## src/rtl/dff_rlm_pkg.sv

```systemverilog
// Shared types for the DFF run-length monitor; the long-run split option (DFF_RLM_SPLIT_EN) is applied in the top.
package dff_rlm_pkg;

    localparam int RLM_CNT_W = 8;
    localparam int LEN_MAX   = (1 << RLM_CNT_W) - 1;

    typedef struct packed {
        logic                 run_bit;
        logic                 run_sat;
        logic [RLM_CNT_W-1:0] run_len;
    } rlm_rec_t;

    typedef enum logic {
        S_IDLE,
        S_COUNT
    } state_t;

endpackage

```

## src/rtl/rlm_fifo.sv

```systemverilog
// Synchronous record FIFO with a registered head; a pop on a full FIFO frees the slot for a same-cycle push.
module rlm_fifo
    import dff_rlm_pkg::*;
#(
    parameter int  DEPTH = 4,
    parameter type rec_t = rlm_rec_t
) (
    input  logic clk,
    input  logic rst,
    input  logic push,
    input  rec_t wr_rec,
    input  logic pop,
    output logic full,
    output logic empty,
    output rec_t head
);

    localparam int AW = $clog2(DEPTH);
    localparam logic [AW:0] PTR_ONE = 1;

    rec_t        mem [DEPTH];
    logic [AW:0] wr_ptr;
    logic [AW:0] rd_ptr;
    logic [AW:0] rd_nxt;
    logic        do_pop;
    logic        do_push;

    // Extra pointer bit separates full (MSBs differ) from empty (pointers equal).
    assign empty   = (wr_ptr == rd_ptr);
    assign full    = (wr_ptr[AW] != rd_ptr[AW]) && (wr_ptr[AW-1:0] == rd_ptr[AW-1:0]);
    assign do_pop  = pop && !empty;
    assign do_push = push && (!full || do_pop);
    assign rd_nxt  = do_pop ? rd_ptr + PTR_ONE : rd_ptr;

    always_ff @(posedge clk) begin
        if (do_push) begin
            mem[wr_ptr[AW-1:0]] <= wr_rec;
        end
    end

    always_ff @(posedge clk) begin
        if (rst) begin
            wr_ptr <= '0;
            rd_ptr <= '0;
            head   <= '0;
        end else begin
            if (do_push) begin
                wr_ptr <= wr_ptr + PTR_ONE;
            end
            rd_ptr <= rd_nxt;
            // Forward the incoming record when it becomes the new head; hold when draining to empty.
            if (do_push && (wr_ptr == rd_nxt)) begin
                head <= wr_rec;
            end else if (rd_nxt != wr_ptr) begin
                head <= mem[rd_nxt[AW-1:0]];
            end
        end
    end

endmodule

```

## src/rtl/dff_run_length_monitor.sv

```systemverilog
// Recovers (value, hold length) runs from a sampled bit stream and queues them on a valid/ready output.
// Build option DFF_RLM_SPLIT_EN reports over-long holds as full-scale chunks instead of one saturated record.
module dff_run_length_monitor
    import dff_rlm_pkg::*;
#(
    parameter int CNT_W      = RLM_CNT_W,
    parameter int FIFO_DEPTH = 4
) (
    input  logic             clk,
    input  logic             rst,
    input  logic             din,
    output logic             run_valid,
    input  logic             run_ready,
    output logic             run_bit,
    output logic [CNT_W-1:0] run_len,
    output logic             run_sat,
    output logic             drop
);

    typedef struct packed {
        logic             run_bit;
        logic             run_sat;
        logic [CNT_W-1:0] run_len;
    } rec_t;

    localparam logic [CNT_W-1:0] LEN_CAP = '1;

    state_t           state;
    logic             cur_bit;
    logic [CNT_W-1:0] count;
    logic             sat;
    logic             at_cap;
    logic             push;
    logic             pop;
    logic             full;
    logic             empty;
    rec_t             push_rec;
    rec_t             head;

    assign at_cap = (count == LEN_CAP);

    always_comb begin
        push     = 1'b0;
        push_rec = '{run_bit: cur_bit, run_sat: sat, run_len: count};
        if (state == S_COUNT) begin
            if (din != cur_bit) begin
                push = 1'b1;
`ifdef DFF_RLM_SPLIT_EN
            end else if (at_cap) begin
                push             = 1'b1;
                push_rec.run_sat = 1'b1;
`endif
            end
        end
    end

    assign run_valid = !empty;
    assign pop       = run_valid && run_ready;

    always_ff @(posedge clk) begin
        if (rst) begin
            state   <= S_IDLE;
            cur_bit <= 1'b0;
            count   <= '0;
            sat     <= 1'b0;
            drop    <= 1'b0;
        end else begin
            if (push && full && !pop) begin
                drop <= 1'b1;
            end
            case (state)
                S_IDLE: begin
                    cur_bit <= din;
                    count   <= CNT_W'(1);
                    sat     <= 1'b0;
                    state   <= S_COUNT;
                end
                S_COUNT: begin
                    // A push always closes the current record and starts a new one with this sample.
                    if (push) begin
                        cur_bit <= din;
                        count   <= CNT_W'(1);
                        sat     <= 1'b0;
                    end else if (at_cap) begin
                        sat <= 1'b1;
                    end else begin
                        count <= count + CNT_W'(1);
                    end
                end
                default: state <= S_IDLE;
            endcase
        end
    end

    rlm_fifo #(
        .DEPTH (FIFO_DEPTH),
        .rec_t (rec_t)
    ) u_fifo (
        .clk    (clk),
        .rst    (rst),
        .push   (push),
        .wr_rec (push_rec),
        .pop    (pop),
        .full   (full),
        .empty  (empty),
        .head   (head)
    );

    assign run_bit = head.run_bit;
    assign run_len = head.run_len;
    assign run_sat = head.run_sat;

endmodule

```

## config.mk

```make
export PLATFORM = sky130hd
export DESIGN_NAME = dff_run_length_monitor
export DESIGN_NICKNAME = d
export VERILOG_FILES = /design/src/rtl/dff_rlm_pkg.sv /design/src/rtl/rlm_fifo.sv /design/src/rtl/dff_run_length_monitor.sv
export SDC_FILE = /design/constraint.sdc
export NUM_CORES = 1
export LEC_CHECK = 0
export BUFFER_PORTS_ARGS = -buffer_cell sky130_fd_sc_hd__buf_2
export CAP_MARGIN = 10
export CORE_ASPECT_RATIO = 0.9
export CORE_UTILIZATION = 55
export CTS_CLUSTER_SIZE = 28
export DETAILED_ROUTE_END_ITERATION = 6
export GPL_TIMING_DRIVEN = 0
export PLACE_DENSITY_LB_ADDON = 0.05
export SLEW_MARGIN = 5
export SYNTH_ARGS = -nofsm -noshare
export SYNTH_HDL_FRONTEND = slang
export SYNTH_HIERARCHICAL = 1
export SYNTH_SLANG_ARGS = --single-unit
```

## constraint.sdc

```tcl
create_clock -name clk -period 7.45 [get_ports clk]
set_input_delay 0.745 -clock clk [delete_from_list [all_inputs] [get_ports clk]]
set_output_delay 0.745 -clock clk [all_outputs]
set_load 0.01 [all_outputs]
```

==> results of run 1 <==
worst paths after layout:
kind / startpoint / endpoint / slack [ns] / cells after the start
max reg2reg: u_fifo/wr_ptr[0] / u_fifo/mem[2][1] / 4.27 / 9
min reg2reg: drop / drop / 0.47 / 2
min: drop / drop / 0.47 / 2
max: u_fifo/wr_ptr[0] / u_fifo/mem[2][1] / 4.27 / 9
power groups by stage:
stage	sequential [uW]	clock, uW	combinational (uW)
detailed placement	429	0	84.8
floorplan	430	0	57.7
CTS	420	373	85.3
global placement	429	0	83.4
global route	422	387	93.4
finish	420	366	85.2
worst register-to-register path, stage by stage (launching register included):
cell      delay (ns)
dfxtp_1         0.47
xor2_2          0.39
or2_2           0.24
nor2_1          0.06
nand2b_1        0.18
inv_1           0.06
clkbuf_1        0.33
o41a_2          0.36
buf_6           0.17
and2_1          0.55
final cells by class:
cell class	instances	share of cell area, %
well taps	67	2.43
clock buffers	10	4.00
multi-input cells	148	34.4
plain buffers	9	1.78
repair buffers	15	2.18
inverters	8	0.872
clock inverters	6	3.23
flip-flops and latches	68	51.1
per-layer routing:
layer | wire length (um) | track usage, % | share of wire (%)
met5 | 0 | 0 | 0
met2 | 2710 | 36.5 | 46
met1 | 2820 | 32.9 | 47
met4 | 25 | 6.35 | 0.42
met3 | 379 | 7.17 | 6.4
sequential cells by signal, summed over array words and instances (netlist names):
| signal | flops |
|---|---|
| u_fifo/mem | 40 |
| u_fifo/head | 10 |
| count | 8 |
| u_fifo/rd_ptr | 3 |
| u_fifo/wr_ptr | 3 |
| cur_bit | 1 |
| drop | 1 |
| sat | 1 |
| state | 1 |
cell usage in the layout, fill, tap and decap left out, types with 4 or more instances in the layout:
master / count
clkbuf_8: 10
mux2i_1: 21
nor3_1: 6
inv_1: 8
nand3_1: 5
a31o_1: 10
nand2_1: 28
and2_1: 4
ha_1: 6
dfxtp_1: 28
a221oi_2: 10
edfxtp_1: 40
xor2_2: 4
buf_2: 16
nor2_1: 9
a21oi_1: 7
xnor2_1: 4
kinds of logic after synthesis:
group	count (synthesis)	share of synthesized area, %
flops	68	58.0
simple gates	66	10.6
compound gates	44	14.5
mux	21	6.92
buf+inv	17	3.01
xor+xnor	11	4.41
fa+ha+maj	6	2.47
metrics by stage:
stage                     std cells  hold slack, ns  instance area (sq um)  setup slack, ns
final                           331           0.468                   3440             4.27
after global routing            331           0.517                   3440             4.01
after CTS                       331           0.479                   3440             4.29
after detailed placement        315           0.462                   3200             4.33
after global placement          315           0.450                   3200             4.35
after floorplan                 233           0.482                   3040             4.81
==> results_dict.tcl, run 1 <==
set metrics [dict create \
    worstSetupPathType "register to register" \
    postCtsHoldBufs 0 \
    worstHoldPathType "register to register" \
    skew_ns 0.00554 \
    diodes 0 \
    dieHeight_um 72.5 \
    power_density_mw_per_mm2 253 \
    switching_share_pct 22.3 \
    critical_path_buf_inv_count 3 \
    insertion_delay_ns 0.33 \
    vias_per_cell 5.89 \
    io_pins 16 \
    cpPeakStageDelay_ns 0.55 \
    power.switching_uw 195 \
    fin_util_pct 65.2 \
    drive_gt1_share_pct 23.1 \
    crit_path_cell_trace "xor2_2, or2_2, nor2_1, nand2b_1, inv_1, clkbuf_1, o41a_2, buf_6, and2_1" \
    multi_input_area_sq_mm 0.00118 \
    synth.top_cell.area_share_pct 39.6 \
    grt_pass1_vias 1870 \
    status "complete, no violations" \
    synth-main-ff-cell "edfxtp_1" \
    die_w_um 80.3 \
    grt_pass1_wl_mm 9.76 \
    p_clk_share_pct 42.0 \
    cp_top_family "simple AND/OR/NAND/NOR gates" \
    power_uw 872 \
    worst_slew_pin_slew_ns 0.841 \
    p_leak_uw 0.00136 \
    io_buffers 15 \
    synth_area_leaders "edfxtp_1, dfxtp_1, mux2i_1" \
    drv_slew 0 \
    vias 1950 \
    fmax_ghz 0.315 \
    cts_sinks 68 \
    period_needed_ns 3.18 \
    drc_errors 0 \
    final.setup.tns_ns 0 \
    synth_common_cells "edfxtp_1, dfxtp_1, nand2_1" \
    postCtsSetupRepairBufs 0 \
    nNetsFinal 269 \
    cts_resized 0 \
    start_kind "register" \
    start_util_pct 57.4 \
    ant_nets 0 \
    required_ns 7.42 \
    fillers 425 \
    yosys_register_bits 68 \
    syn_area_sq_mm 0.00304 \
    rsz0062_at_grt "no" \
    clockRootBuffer "clkbuf_8" \
    die_area_sq_mm 0.00582 \
    cts_tree "yes" \
    dp_hpwl_mm 3.82 \
    intPower_uw 677 \
    combPwrFrac_pct 9.8 \
    crit_slowest_cell "and2_1" \
    hold_violations 0 \
    drt_wl_total_mm 5.94 \
    rows 25 \
    final.period_utilization_pct 42.7 \
    gp_congestion 0.793 \
    avgSynthCellArea_sq_um 13.0 \
    power_frac_seq_pct 48.2 \
    h-tree-depth 3 \
    synth-edff-count 40 \
    final-seq-area_sq_mm 0.00176 \
    yosysUniqueCellTypes 46 \
    slew-limit-headroom_pct 43.9 \
    cp_max_fo 10 \
    yosysWarnings 6 \
    grt_usage_pct 23.7 \
    cts_buffers 9 \
    worstPathArrival_ns 3.15 \
    overflow 0 \
    clkTransAtPathRegs_ns 0.07 \
    seq_area_frac_synth_pct 58.0 \
    syn_to_final_growth_pct 13.4 \
    endpoint_kind "register" \
    yosysTopAreaCell "edfxtp_1" \
    wl_per_cell_um 17.9 \
    drtPass1Iterations 4 \
    grt_antenna_before_repair 0 \
    syn-instance-count 233 \
    drt_iter0_drc 91 \
    setup_violations 0 \
    cap_viol_max_count 0 \
    grt_max_degree 13 \
    async_flop_share_pct 0 \
    synth_most_common_cell "edfxtp_1" \
    vdd.ir_drop.worst_mv 0.164 \
    cts.path.max_buffers 2 \
    core_area_sq_mm 0.00529 \
    syn-num-nets 243 \
]
No activity file was read; power rests on OpenSTA's default activity.
==> run 2: changes to the inputs <==
--- a/config.mk
+++ b/config.mk
@@ -5,6 +5,7 @@
 export SDC_FILE = /design/constraint.sdc
 export NUM_CORES = 1
 export LEC_CHECK = 0
+export ABC_AREA = 1
 export BUFFER_PORTS_ARGS = -buffer_cell sky130_fd_sc_hd__buf_2
 export CAP_MARGIN = 10
 export CORE_ASPECT_RATIO = 0.9
==> constraint.sdc (replaced) <==
create_clock -name clk -period 2.89 [get_ports clk]
set_input_delay 0.289 -clock clk [delete_from_list [all_inputs] [get_ports clk]]
set_output_delay 0.289 -clock clk [all_outputs]
set_load 0.01 [all_outputs]
==> run 2 against run 1 <==
Compared with the run above:
- hold slack got worse by 0.29 ns
- critical path depth up 5
- cell count grew 41%
- largest cell class unchanged
- sequential share of layout area shrank 3.1 points
- via count up 26%
- critical path type unchanged
==> results_dict.tcl, run 2 <==
set metrics [dict create \
    slew-limit-headroom_pct 39.8 \
    rr_worst_depth 14 \
    largest_reg_flops 40 \
    drtPass1Iterations 5 \
    holdWs_ns 0.180 \
    hold_path.startpoint "din" \
    power_density_mw_per_mm2 600 \
    p_leak_uw 0.00164 \
    yosysWarnings 6 \
    nNetsFinal 401 \
    final-seq-area_sq_mm 0.00176 \
    fillers 493 \
    overflow 0 \
    syn_to_final_growth_pct 10.9 \
    synth_area_leaders "edfxtp_1, dfxtp_1, nand2_1" \
    ant_nets 0 \
    period_needed_ns 2.85 \
    fin_area_sq_mm 0.00367 \
    dp_hpwl_mm 4.86 \
    vdd.ir_drop.worst_mv 0.349 \
    cts_buffers 9 \
    yosysTopAreaCell "edfxtp_1" \
    clkTransAtPathRegs_ns 0.07 \
    cp_max_fo 10 \
    die_area_sq_mm 0.00632 \
    insertion_delay_ns 0.34 \
    io_buffers 15 \
    grt_pass1_vias 2138 \
    worst_slack_ns 0.0419 \
    drv_slew 0 \
    grt_usage_pct 22.7 \
    yosys_register_bits 68 \
    cts.path.max_buffers 2 \
    final_common_cell "nand2_1" \
    hold_end "cur_bit" \
    worstHoldPathType "input pin to register" \
    rows 26 \
    dieHeight_um 75.5 \
    diodes 0 \
    start_util_pct 57.7 \
    drt_wl_total_mm 6.67 \
    async_flop_share_pct 0 \
    cts_tree "yes" \
    postCtsHoldBufs 0 \
    final.period_utilization_pct 98.5 \
    h-tree-depth 3 \
    multi_input_area_sq_mm 0.00125 \
    vias 2457 \
    rsz0062_at_grt "yes" \
    skew_ns 0.00695 \
    grt_max_degree 13 \
    drt_iter0_drc 157 \
    vias_per_cell 5.27 \
    endpoint_kind "register" \
    cap_viol_max_count 0 \
    worst_slew_pin_slew_ns 0.900 \
    setup_violations 0 \
    synth_most_common_cell "nand2_1" \
    hold_violations 0 \
    postCtsSetupRepairBufs 0 \
    worstSetupPathType "register to register" \
    synth.top_cell.area_share_pct 36.3 \
    final_cell_mix "nand2_1, inv_1, nand3_1" \
    drc_errors 0 \
    seq_area_frac_synth_pct 53.3 \
    cts_resized 0 \
    place_area_sq_mm 0.00347 \
    avgSynthCellArea_sq_um 9.05 \
    dp_slack_ns 0.0242 \
    gp_congestion 0.872 \
    instances_no_fill 466 \
    die_w_um 83.7 \
    synth_common_cells "nand2_1, inv_1, nand3_1" \
    required_ns 2.86 \
    synth-main-ff-cell "edfxtp_1" \
    grt_pass1_wl_mm 10.6 \
    grt_antenna_before_repair 0 \
    yosysUniqueCellTypes 28 \
    clockRootBuffer "clkbuf_8" \
    syn-instance-count 365 \
    core_area_sq_mm 0.00573 \
    synth-edff-count 40 \
    drive_gt1_share_pct 19.2 \
    r2r_start "u_fifo/wr_ptr[0]" \
    syn-num-nets 375 \
    status "complete, no violations" \
    rrSetupSlack_ns 0.04 \
    dp.cells 450 \
    io_pins 16 \
    reg2reg_to "u_fifo/mem[0][0]" \
    cts_sinks 68 \
    fmax_ghz 0.351 \
    start_kind "register" \
    holdPathStages 3 \
    syn_area_sq_mm 0.00330 \
    worstPathArrival_ns 2.82 \
    final.setup.tns_ns 0 \
    wl_per_cell_um 14.3 \
]
run 2: metrics by stage:
step                total power [uW]  util, %
floorplan                       1350        -
CTS                             2220     64.0
global route                    2310     64.0
finish                          2200     64.0
global placement                1440     60.6
detailed placement              1440     60.6
run 2: final cells by class:
type	count	area share, %
buffer	10	1.74
clock buffer	10	3.75
clock inverter	6	1.67
inverter	60	6.28
multi-input combinational	227	34.1
sequential	68	48.1
tap	70	2.39
timing repair buffer	15	2.05
run 2: report_power, final:
part	internal, uW	switching, uW
sequential	1060	27.4
clock	421	355
combinational	116	217
run 2: logic make-up after synthesis:
| group | Yosys count | synth area share, % |
|---|---|---|
| and+or+nand+nor | 191 | 30.2 |
| buffers and inverters | 70 | 8.90 |
| DFF | 68 | 53.3 |
| AOI/OAI and AO/OA | 30 | 5.34 |
| adders and majority gates | 6 | 2.27 |
run 2: routing by layer:
metal,part of all wire (%),vias to the layer above,global-route usage [%]
li1,-,1260,-
met1,48,1120,31.3
met2,45,69,35.4
met3,6.3,8,5.96
met4,1.2,0,7.72
met5,0,-,0
run 2: worst max-delay path, cell delays in order, from the launching register on:
cell and delay (ns):
dfxtp_1 0.41, inv_1 0.13, nand2_1 0.11, nand2_2 0.08, nand3_4 0.11, inv_1 0.05, inv_1 0.07, nand2_1 0.06
inv_1 0.05, buf_2 0.21, inv_1 0.06, nand2_1 0.07, nand2_2 0.13, buf_2 0.23, nor2_1 0.70
run 2: worst max path at each step:
stage                                 from               end  slack, ns  cells after the start
after global routing      u_fifo/wr_ptr[0]  u_fifo/mem[2][4]      -0.19                     14
after global placement    u_fifo/wr_ptr[0]  u_fifo/mem[1][4]       0.08                     14
after detailed placement  u_fifo/wr_ptr[0]  u_fifo/mem[0][7]       0.02                     14
after CTS                 u_fifo/wr_ptr[0]  u_fifo/mem[0][8]       0.02                     14
after floorplan           u_fifo/wr_ptr[1]  u_fifo/mem[0][0]       0.53                     14
final                     u_fifo/wr_ptr[0]  u_fifo/mem[0][0]       0.04                     14
